$ cat src/rtl/button_conditioner.sv
// Multi-channel pushbutton conditioner: 2-flop sync, debounce, level plus press/release strobes.
// Optional auto-repeat strobe enabled by defining BTN_AUTOREPEAT_EN.
module button_conditioner #(
  parameter int NUM_CH          = 5,
  parameter int DEBOUNCE_CYCLES = 250000,
  parameter int REPEAT_DELAY    = 12500000,
  parameter int REPEAT_RATE     = 2500000
) (
  input  logic              clock,
  input  logic              reset,
  input  logic [NUM_CH-1:0] raw_in,
  output logic [NUM_CH-1:0] level_out,
  output logic [NUM_CH-1:0] press_out,
  output logic [NUM_CH-1:0] release_out,
  output logic [NUM_CH-1:0] repeat_out,
  output logic              any_level_out
);

  localparam int CW = $clog2(DEBOUNCE_CYCLES + 1);
  localparam logic [CW-1:0] CNT_LAST = CW'(DEBOUNCE_CYCLES - 1);

  logic [NUM_CH-1:0] sync1_q;
  logic [NUM_CH-1:0] sync_q;
  logic [NUM_CH-1:0] cand_q, cand_d;
  logic [NUM_CH-1:0] level_q, level_d;
  logic [NUM_CH-1:0] press_q, press_d;
  logic [NUM_CH-1:0] release_q, release_d;
  logic              any_q, any_d;
  logic [CW-1:0]     cnt_q [NUM_CH];
  logic [CW-1:0]     cnt_d [NUM_CH];

  always_ff @(posedge clock or posedge reset) begin
    if (reset) begin
      sync1_q   <= '0;
      sync_q    <= '0;
      cand_q    <= '0;
      level_q   <= '0;
      press_q   <= '0;
      release_q <= '0;
      any_q     <= 1'b0;
      for (int i = 0; i < NUM_CH; i++) begin
        cnt_q[i] <= '0;
      end
    end else begin
      sync1_q   <= raw_in;
      sync_q    <= sync1_q;
      cand_q    <= cand_d;
      level_q   <= level_d;
      press_q   <= press_d;
      release_q <= release_d;
      any_q     <= any_d;
      for (int i = 0; i < NUM_CH; i++) begin
        cnt_q[i] <= cnt_d[i];
      end
    end
  end

  // The counter only runs while a candidate differs from the accepted level.
  always_comb begin
    cand_d    = cand_q;
    level_d   = level_q;
    press_d   = '0;
    release_d = '0;
    cnt_d     = cnt_q;
    for (int i = 0; i < NUM_CH; i++) begin
      if (sync_q[i] != cand_q[i]) begin
        cand_d[i] = sync_q[i];
        cnt_d[i]  = '0;
      end else if (cand_q[i] != level_q[i]) begin
        if (cnt_q[i] == CNT_LAST) begin
          level_d[i]   = cand_q[i];
          press_d[i]   = cand_q[i];
          release_d[i] = ~cand_q[i];
          cnt_d[i]     = '0;
        end else begin
          cnt_d[i] = cnt_q[i] + CW'(1);
        end
      end
    end
    any_d = |level_d;
  end

  assign level_out     = level_q;
  assign press_out     = press_q;
  assign release_out   = release_q;
  assign any_level_out = any_q;

`ifdef BTN_AUTOREPEAT_EN
  localparam int REP_MAX = (REPEAT_DELAY > REPEAT_RATE) ? REPEAT_DELAY : REPEAT_RATE;
  localparam int RW      = $clog2(REP_MAX + 1);
  localparam logic [RW-1:0] REP_FIRST = RW'(REPEAT_DELAY - 1);
  localparam logic [RW-1:0] REP_NEXT  = RW'(REPEAT_RATE - 1);

  logic [NUM_CH-1:0] rep_q, rep_d;
  logic [RW-1:0]     rep_cnt_q [NUM_CH];
  logic [RW-1:0]     rep_cnt_d [NUM_CH];

  always_ff @(posedge clock or posedge reset) begin
    if (reset) begin
      rep_q <= '0;
      for (int i = 0; i < NUM_CH; i++) begin
        rep_cnt_q[i] <= '0;
      end
    end else begin
      rep_q <= rep_d;
      for (int i = 0; i < NUM_CH; i++) begin
        rep_cnt_q[i] <= rep_cnt_d[i];
      end
    end
  end

  // Down-counter holds cycles remaining until the next repeat pulse.
  always_comb begin
    rep_d     = '0;
    rep_cnt_d = rep_cnt_q;
    for (int i = 0; i < NUM_CH; i++) begin
      if (press_d[i]) begin
        rep_d[i]     = 1'b1;
        rep_cnt_d[i] = REP_FIRST;
      end else if (level_q[i] && level_d[i]) begin
        if (rep_cnt_q[i] == '0) begin
          rep_d[i]     = 1'b1;
          rep_cnt_d[i] = REP_NEXT;
        end else begin
          rep_cnt_d[i] = rep_cnt_q[i] - RW'(1);
        end
      end else begin
        rep_cnt_d[i] = '0;
      end
    end
  end

  assign repeat_out = rep_q;
`else
  assign repeat_out = '0;
`endif

endmodule

$ cat config.mk
export PLATFORM = sky130hd
export DESIGN_NAME = button_conditioner
export DESIGN_NICKNAME = d
export VERILOG_FILES = /design/src/rtl/button_conditioner.sv
export SDC_FILE = /design/constraint.sdc
export NUM_CORES = 1
export LEC_CHECK = 0
export ABC_CLOCK_PERIOD_IN_PS = 4860
export BUFFER_PORTS_ARGS = -buffer_cell sky130_fd_sc_hd__buf_2
export CAP_MARGIN = 20
export CORE_ASPECT_RATIO = 1.1
export CORE_MARGIN = 2
export CORE_UTILIZATION = 60
export DETAILED_ROUTE_END_ITERATION = 8
export PLACE_DENSITY = 0.78
export SYNTH_ARGS = -nofsm -noshare
export SYNTH_HDL_FRONTEND = slang
export SYNTH_SLANG_ARGS = --single-unit
$ cat constraint.sdc
create_clock -name clock -period 4.86 [get_ports clock]
set_input_delay 0.486 -clock clock [delete_from_list [all_inputs] [get_ports clock]]
set_output_delay 0.486 -clock clock [all_outputs]
set_load 0.01 [all_outputs]
==> results of run 1 <==
worst max-delay path: cells and delay by family, from the launching register on:
family                     cells  cell delay (ns)
and+or+nand+nor                4             1.02
AOI/OAI and AO/OA              1             0.47
DFF                            1             0.40
buffers and inverters          1             0.28
adders and majority gates      1             0.22
repair_timing:
action / CTS / global route
endpoints found under the setup margin: 0 / 0
hold buffers: 0 / 1
endpoints found under the hold margin: 0 / 13
resized for setup: 0 / 0
synthesized netlist by cell type (5+ instances only):
cell and number:
nand4_1 15, o21ai_0 45, inv_1 12, nor4b_1 7, nand2_1 63, or3_1 11, nor4_1 7, xnor2_1 32
xor2_1 38, and2_1 6, dfrtp_1 121, a21oi_1 15, ha_1 5, nand3_1 29, nor2_1 102, nor3_1 14
buf_4 5, clkbuf_1 10, and3_1 21
cells by family after synthesis:
kind of cell | synth area share (%)
AO/OA/AOI/OAI | 7.11
XOR/XNOR | 10.6
adder cells (fa/ha/maj) | 1.08
buffers and inverters | 2.62
flip-flops | 52.4
other | 0.0649
AND/OR/NAND/NOR | 26.1
registers in the layout, summed over array words and instances, names as in the netlist:
register,cells
cand_q,5
any_level_out,1
sync1_q,5
press_out,5
cnt_q,90
level_out,5
release_out,5
sync_q,5
metrics by stage:
step,area [sq um],instances
floorplan,5790,607
global placement,5950,727
detailed placement,5950,727
CTS,6450,759
global route,6520,764
finish,6520,764
how the worst max path moves through the flow:
stage	to	cells after the start
3_3_place_gp	cnt_q[75]$_DFFE_PP0P_	6
6_report	cnt_q[88]$_DFFE_PP0P_	7
3_5_place_dp	cnt_q[79]$_DFFE_PP0P_	6
4_1_cts	cnt_q[88]$_DFFE_PP0P_	6
2_1_floorplan	any_level_out$_DFF_PP0_	1
5_1_grt	cnt_q[85]$_DFFE_PP0P_	7
routing by layer:
metal / up-vias / GRT usage (%) / share of wire (%)
met5: - / 0 / 0
met4: 0 / 10.8 / 2.4
met3: 25 / 4.95 / 3.4
met2: 95 / 37.0 / 48
met1: 2070 / 29.4 / 46
li1: 2128 / - / -
cell type report:
type,instances,area (sq um)
multi-input combinational,454,2610
clock buffer,22,453
fill,704,2840
timing repair buffer,28,178
inverter,12,47.5
sequential,121,3030
clock inverter,10,52.6
tap,117,146
power groups by stage:
stage,combinational [mW],clock [mW],sequential [mW]
3_5_place_dp,0.0789,0,1.06
4_1_cts,0.0793,1.07,1.05
3_3_place_gp,0.0760,0,1.06
5_1_grt,0.0986,1.12,1.05
2_1_floorplan,0.0650,0,1.06
6_report,0.0852,1.06,1.05
==> metrics, run 1 <==
Hold Crit Class=in -> reg; Final GP Congestion=0.841; Power Internal=1.69 mW; Layout Skew=0.00623 ns; TritonCTS Sinks=121; CTS Root Buffer Type=clkbuf_8; hold path cells=1; IO Port Bufs=22; num ports=28; post-route ant nets=0; synthesized flop and latch total=121; peak supply drop=0.000207 V; cells on worst reg2reg path=7; CP endpoint kind=register; Hold WS=0.0692 ns; Initial DRC Count=212; setup TNS=0 ns; CTS Buffer Depth=2; post-synth top area cell=dfrtp_1; grt total ovfl=0; drt wl/cell=14.3 um; height of the chip=approximately 110 um; Post-synth EDFFs=0; Core Region=9350 sq um; Crit. Startpoint=cnt_q[72]$_DFFE_PP0P_; reg2reg setup slack=2.34 ns; max-slew violations=0; pin count of the biggest net entering global routing=between 80 and 90; Rel. slew slack=between 50% and 60%; Async SR Flop Fraction=100%; syn avg cell area=9.58 sq um; die width=97.5 um; Yosys Warn Count=0; sequential share of the synthesized area=a little over half; Synth cell types=43; top cell type's share of synthesized area=a little over half; global-route wire length before repair=19.2 mm; initial core utilization=61.7%; drt first pass iters=5; vias=4318; vias per cell=around 5.7; number of setup buffers added after CTS=0; proportion of layout cells with a drive suffix above 1=11.1%; final worst path period share=51.8%; fin crit period=2.52 ns; vias in the first global route=between 4000 and 5000; switch share=a little under a quarter; R2R Path Start=cnt_q[72]$_DFFE_PP0P_; die area=10400 sq um; fin nets=646; Gate power share=3.9%; Slowest-stage cell, CP=nor4bb_1; Worst Path Required=5.26 ns; Worst Max-Slew Pin Slew=0.662 ns; Total Power=2.19 mW; crit path DAT=~3 ns; Hold Startpoint=raw_in[0]; leak pwr=2.87 nW; Num CTS Buffers=17; Worst setup SP type=register; synth top area cells=dfrtp_1, nor2_1, xor2_1, xnor2_1, nand2_1; WS Path Type=reg -> reg; DRC viols=0; initial antenna violation count=0; main flop type after synthesis=dfrtp_1; HPWL after DPL=7.27 mm; Post-Route WL=roughly 11 mm; CTS tree=yes; most common cell after layout, fill and taps aside=dfrtp_1; Clk network pwr share=48.3%; worst min-delay path endpoint=sync1_q[0]$_DFF_PP0_; H-tree levels=4; commonest non-fill, non-tap cells in the layout=dfrtp_1, nor2_1, nand2_1, o21ai_0, xor2_1; RR Endpoint=cnt_q[88]$_DFFE_PP0P_; worst setup margin=2.34 ns; status=completed; max incr delay on CP=0.47 ns; Worst-path clk slew=0.06 ns; Place WS=2.10 ns; CP Cell Sequence=ha_1, nor4bb_1, nand3_1, or2_2, a21boi_1, buf_4, nor2_1; number of max-cap violations=0; gr usage total=22.8%; endpoints failing setup=0; diode count=0; max frequency=a little under 400 MHz; Psw=495 uW; final hold violation count=0; P per Cell Area=336 nW/um^2; sequential power share=47.8%; clock latency on the worst-skew pair=0.52 ns; netlist area before placement=5770 sq um; Std-Cell Rows=37; Layout area overhead=12.8%; Mapped Cells=603; RSZ-0062 raised after global routing=no; critical path fanouts, max=9; Final Core Density=69.7%
(Power assumes the default switching activity.)
==> inputs of run 2 (changes only) <==
ABC_AREA = 1   (was default)
ABC_CLOCK_PERIOD_IN_PS = 2400   (was 4860)
clock period = 2.4 ns   (was 4.86 ns; I/O delays follow)
==> metrics, run 2 <==
CTS tree=yes; CP endpoint kind=register; cell seen most often among critical-path stages=nand2_1; max-slew violations=0; HPWL after DPL=10.3 mm; clock latency on the worst-skew pair=0.42 ns; count of cells resized by post-cts repair=0; max incr delay on CP=0.41 ns; initial antenna violation count=0; grt total ovfl=0; Biggest register=cnt_q; vias=5784; setup TNS=0 ns; fin nets=~920; Layout Skew=0.00785 ns; Rel. slew slack=51.2%; Compound-Gate Fraction of Synth Area=5.35%; CTS Buffer Depth=2; Top Layer Used=met4; drt first pass iters=5; CTS Root Buffer Type=clkbuf_16; met3 WL=635 um; endpoints failing setup=0; largest family of logic cells by synthesized area=simple AND/OR/NAND/NOR gates; diode count=0; commonest non-fill, non-tap cells in the layout=nand2_1, nor2_1, dfrtp_1, inv_1, nand3_1; DRC viols=0; Layout area overhead=13.4%; final worst path period share=74.9%; Yosys Warn Count=0; most common cell after layout, fill and taps aside=nand2_1; max frequency=roughly 560 MHz; die width=104 um; num ports=28; fin crit period=1.80 ns; status=completed; WS Path Type=reg -> reg; leak pwr=between 3 and 4 nW; H-tree levels=4; Async SR Flop Fraction=100%; proportion of layout cells with a drive suffix above 1=under 10%; critical path fanouts, max=12; sequential share of the synthesized area=between 40% and 50%; Initial DRC Count=261; syn avg cell area=7.52 sq um; mux contribution to synthesized area=0%; Synth cell types=39; Final GP Congestion=between 0.9 and 1; Worst Path Required=2.68 ns; RSZ-0062 raised after global routing=no; Num CTS Buffers=17; number of max-cap violations=0; CP Cell Sequence=nor2_1, nand2_1, nor2_1, nand3_1, nand2_1, nand2_1, inv_1, nor3_1; Worst Max-Slew Pin Slew=between 0.7 and 0.8 ns; Std-Cell Rows=40; fin cells=1067; synthesized flop and latch total=121; Post-synth EDFFs=0; P per Cell Area=680 nW/um^2; Post-Synth XOR/XNOR Area=3.60%; post-synth top area cell=dfrtp_1; Synth Area in Simple Gates=between 30% and 40%; met1 WL=roughly 6.2 mm; netlist area before placement=between 6000 and 7000 sq um; Mapped Cells=roughly 900; main flop type after synthesis=dfrtp_1; Core Region=10800 sq um; die area=11800 sq um; height of the chip=~110 um; Slowest-stage cell, CP=dfrtp_1; Multi-input gate area=around 3000 sq um; vias in the first global route=5689; met2 WL post-DR=7.31 mm; Post-Route WL=14.6 mm; peak supply drop=~0.00064 V; TritonCTS Sinks=121; drt wl/cell=13.7 um; final hold violation count=0; DP Cell Count=~1000; fill cell count=907; pin count of the biggest net entering global routing=36; synth top area cells=dfrtp_1, nand2_1, nor2_1, inv_1, nand3_1; max reg flops=90; initial core utilization=between 60% and 70%; top cell type's share of synthesized area=46.1%; Worst-path clk slew=0.05 ns; IO Port Bufs=22; Hold Crit Class=reg -> reg; vias per cell=5.42; post-route ant nets=0; count leader, synth=nand2_1; crit path DAT=2.08 ns; Worst setup SP type=register; global-route wire length before repair=25.4 mm; list of most frequent post-synthesis cells=nand2_1, nor2_1, dfrtp_1; gr usage total=26.9%; post-synthesis adder-cell area fraction=0.952%; FF+latch area=3030 sq um
[run 2: cell type report]
| class | count | area share (%) |
|---|---|---|
| Clock inverter | 10 | 1.56 |
| Clock buffer | 22 | 6.50 |
| Multi-Input combinational cell | 631 | 40.6 |
| Sequential cell | 121 | 40.6 |
| Timing Repair Buffer | 31 | 2.92 |
| Tap cell | 147 | 2.47 |
| Inverter | 105 | 5.36 |
[run 2: timing repair]
| action | 4_1_cts | 5_1_grt |
|---|---|---|
| hold buffers | 6 | 0 |
| buffers inserted | 0 | 0 |
| hold endpoints to repair | 33 | 0 |
[run 2: final timing paths]
path | end | start | cells past startpoint | slack, ns
max in group asynchronous | cnt_q[45]$_DFFE_PP0P_ | reset | 4 | 1.08
max reg2reg | cnt_q[30]$_DFFE_PP0P_ | cnt_q[29]$_DFFE_PP0P_ | 8 | 0.60
min reg2reg | sync_q[1]$_DFF_PP0_ | sync1_q[1]$_DFF_PP0_ | 0 | 0.35
max | cnt_q[30]$_DFFE_PP0P_ | cnt_q[29]$_DFFE_PP0P_ | 8 | 0.60
min in group asynchronous | cnt_q[85]$_DFFE_PP0P_ | reset | 3 | 0.52
min | sync_q[1]$_DFF_PP0_ | sync1_q[1]$_DFF_PP0_ | 0 | 0.35
[run 2: report_power, final]
part | leakage, nW | total (mW) | internal, mW | switching [mW]
Sequential | 1.65 | 2.19 | 2.12 | 0.0718
Clock | 0.292 | 2.55 | 1.64 | 0.910
Combinational | 1.50 | 0.329 | 0.107 | 0.221
[run 2: logic make-up after synthesis]
kind of cell,after synthesis
other,1
DFF,121
buffers and inverters,126
xor gates and xnor gates,27
AOI/OAI and AO/OA,65
and+or+nand+nor,529
adders and majority gates,5
[run 2: worst max-delay path, delay by kind of cell (launching register included)]
| family | cells | cell delay [ns] |
|---|---|---|
| AND/OR/NAND/NOR | 7 | 0.93 |
| flip-flops | 1 | 0.41 |
| buffers and inverters | 1 | 0.32 |
[run 2: stage by stage]
step / instance area [sq um] / util, % / hold WS, ns / setup slack (ns) / total power [mW]
3_3_place_gp: 6790 / 62.8 / 0.335 / 0.690 / 2.52
6_report: 7450 / 68.9 / 0.347 / 0.601 / 5.06
2_1_floorplan: 6590 / - / 0.271 / 0.677 / 2.47
3_5_place_dp: 6790 / 62.8 / 0.337 / 0.602 / 2.54
5_1_grt: 7450 / 68.9 / 0.364 / 0.373 / 5.26
4_1_cts: 7450 / 68.9 / 0.349 / 0.614 / 5.11
[run 2: metal layers]
metal | global-route usage [%] | vias up
met4 | 13.7 | 0
met5 | 0 | -
met3 | 6.80 | 41
met2 | 46.2 | 164
met1 | 31.6 | 2730
li1 | - | 2849
==> inputs of run 3 (changes only) <==
ABC_AREA = 0   (was 1)
ABC_CLOCK_PERIOD_IN_PS = 1800   (was 2400)
clock period = 1.8 ns   (was 2.4 ns; I/O delays follow)
==> metrics, run 3 (synthesis gave the netlist of run 1 again) <==
status=complete, but fails checks; failing checks=setup timing; fin crit period=approximately 2.1 ns; critical path fanouts, max=2; commonest non-fill, non-tap cells in the layout=buf_4, dfrtp_1, nor2_1, nand2_1, xor2_1; num ports=28; vias in the first global route=5511; DRC viols=0; vias per cell=6.21; vias=between 5000 and 6000; peak supply drop=0.000790 V; CP endpoint kind=register; CTS tree=yes; crit path DAT=about 2.6 ns; drt first pass iters=5; number of max-cap violations=0; max-slew violations=0; leak pwr=3.72 nW; HPWL after DPL=9.10 mm; Num CTS Buffers=17; pin count of the biggest net entering global routing=70; IO Port Bufs=22; fin cells=906; die width=just under 100 um; H-tree levels=4; Hold Crit Class=in -> reg; Initial DRC Count=500; height of the chip=107 um; final worst path period share=119%; WS Path Type=reg -> reg; Slowest-stage cell, CP=or4_4; Final GP Congestion=0.864; max frequency=465 MHz; R2R Path Start=cnt_q[8]$_DFFE_PP0P_; Worst setup SP type=register; reg2reg setup slack=-0.35 ns; Worst Path Required=approximately 2.2 ns; setup TNS=-12.31 ns; hold path cells=2; RSZ-0062 raised after global routing=yes; P per Cell Area=840 nW/um^2; met2 WL post-DR=9.59 mm; gr usage total=31.7%; initial antenna violation count=0; fin nets=788; clock latency on the worst-skew pair=0.54 ns; endpoints failing setup=68; Worst-path clk slew=0.06 ns; global-route wire length before repair=26.1 mm; fin area=between 8000 and 9000 sq um; Std-Cell Rows=37; Post-Route WL=18.8 mm; final hold violation count=0; Worst Max-Slew Pin Slew=between 0.6 and 0.7 ns; most common cell after layout, fill and taps aside=buf_4; diode count=0; grt total ovfl=0; CTS Buffer Depth=2; worst min-delay path endpoint=sync1_q[0]$_DFF_PP0_; die area=between 10000 and 15000 sq um; Biggest register=cnt_q; Rel. slew slack=between 50% and 60%; max reg flops=90; proportion of layout cells with a drive suffix above 1=37.3%; Total Power=around 7.1 mW; CP Cell Sequence=nor4b_2, nand2_1, or4_4, nand2_2, o211ai_2, or4b_1; Core Region=9350 sq um; DP Cell Count=849; met3 WL=1.18 mm; initial core utilization=61.7%; RR Endpoint=any_level_out$_DFF_PP0_; Layout Skew=0.00811 ns; CTS Root Buffer Type=clkbuf_8; cells on worst reg2reg path=6; Hold Startpoint=raw_in[0]; Layout area overhead=45.7%; worst setup margin=-0.348 ns; post-route ant nets=0; met1 WL=around 6.8 mm; Top Layer Used=met4; Post-DP Area=6980 sq um; max incr delay on CP=0.54 ns; drt wl/cell=between 20 and 25 um; TritonCTS Sinks=121
-- run 3: changes by cell type in the layout (fill, tap and decap cells not counted), sizes merged, moves of 23 or more --
| cell | previous run | this run |
|---|---|---|
| nor2 | 172 | 102 |
| buf | 25 | 164 |
| nand3 | 62 | 29 |
| nand2 | 215 | 64 |
| xnor2 | 9 | 32 |
| inv | 104 | 11 |
-- run 3: timing repair --
action | in CTS | in global routing
hold buffers | 6 | 0
endpoints found under the setup margin | 80 | 88
cloned | 1 | 0
pin swaps | 9 | 44
buffers inserted | 6 | 16
endpoints found under the hold margin | 126 | 0
gates resized for setup | 37 | 112
-- run 3: cell type report --
type | count | area, sq um
clock inverter | 5 | 128
sequential | 121 | 3030
fill | 352 | 941
inverter | 12 | 48.8
multi-input combinational | 454 | 3170
timing repair buffer | 170 | 1350
clock buffer | 27 | 532
tap | 117 | 146
-- run 3: worst max-delay path by stage --
stage                     startpoint                 endpoint  slack, ns  cells past startpoint
2_1_floorplan   cnt_q[8]$_DFFE_PP0P_  any_level_out$_DFF_PP0_      -0.30                      7
3_3_place_gp   cnt_q[49]$_DFFE_PP0P_  any_level_out$_DFF_PP0_      -0.34                      7
3_5_place_dp   cnt_q[49]$_DFFE_PP0P_  any_level_out$_DFF_PP0_      -0.34                      7
4_1_cts         cnt_q[9]$_DFFE_PP0P_  any_level_out$_DFF_PP0_      -0.31                      6
5_1_grt         cnt_q[9]$_DFFE_PP0P_  any_level_out$_DFF_PP0_      -0.41                      6
6_report        cnt_q[8]$_DFFE_PP0P_  any_level_out$_DFF_PP0_      -0.35                      6
-- run 3: per-stage QoR --
step / hold slack [ns] / setup WS, ns / utilization (%)
6_report: 0.290 / -0.348 / 89.9
3_5_place_dp: 0.290 / -0.345 / 74.6
3_3_place_gp: 0.288 / -0.339 / 74.6
5_1_grt: 0.274 / -0.407 / 89.9
2_1_floorplan: 0.211 / -0.299 / -
4_1_cts: 0.279 / -0.306 / 84.8
-- run 3: layer usage --
layer | track usage, % | vias up
met5 | 0 | -
met4 | 16.0 | 0
met3 | 7.17 | 117
met2 | 56.7 | 332
met1 | 35.6 | 2766
li1 | - | 2408
-- run 3: worst max-delay path, delay by kind of cell, from the launching register on --
family	cells	cell delay, ns
and+or+nand+nor	5	1.52
DFF	1	0.40
AOI/OAI and AO/OA	1	0.08
-- run 3: power by group --
group / switching (mW) / leakage, nW / internal, mW
Combinational: 0.298 / 1.75 / 0.197
Clock: 1.21 / 0.321 / 2.55
Sequential: 0.0446 / 1.64 / 2.77
Total: 1.55 / 3.72 / 5.51
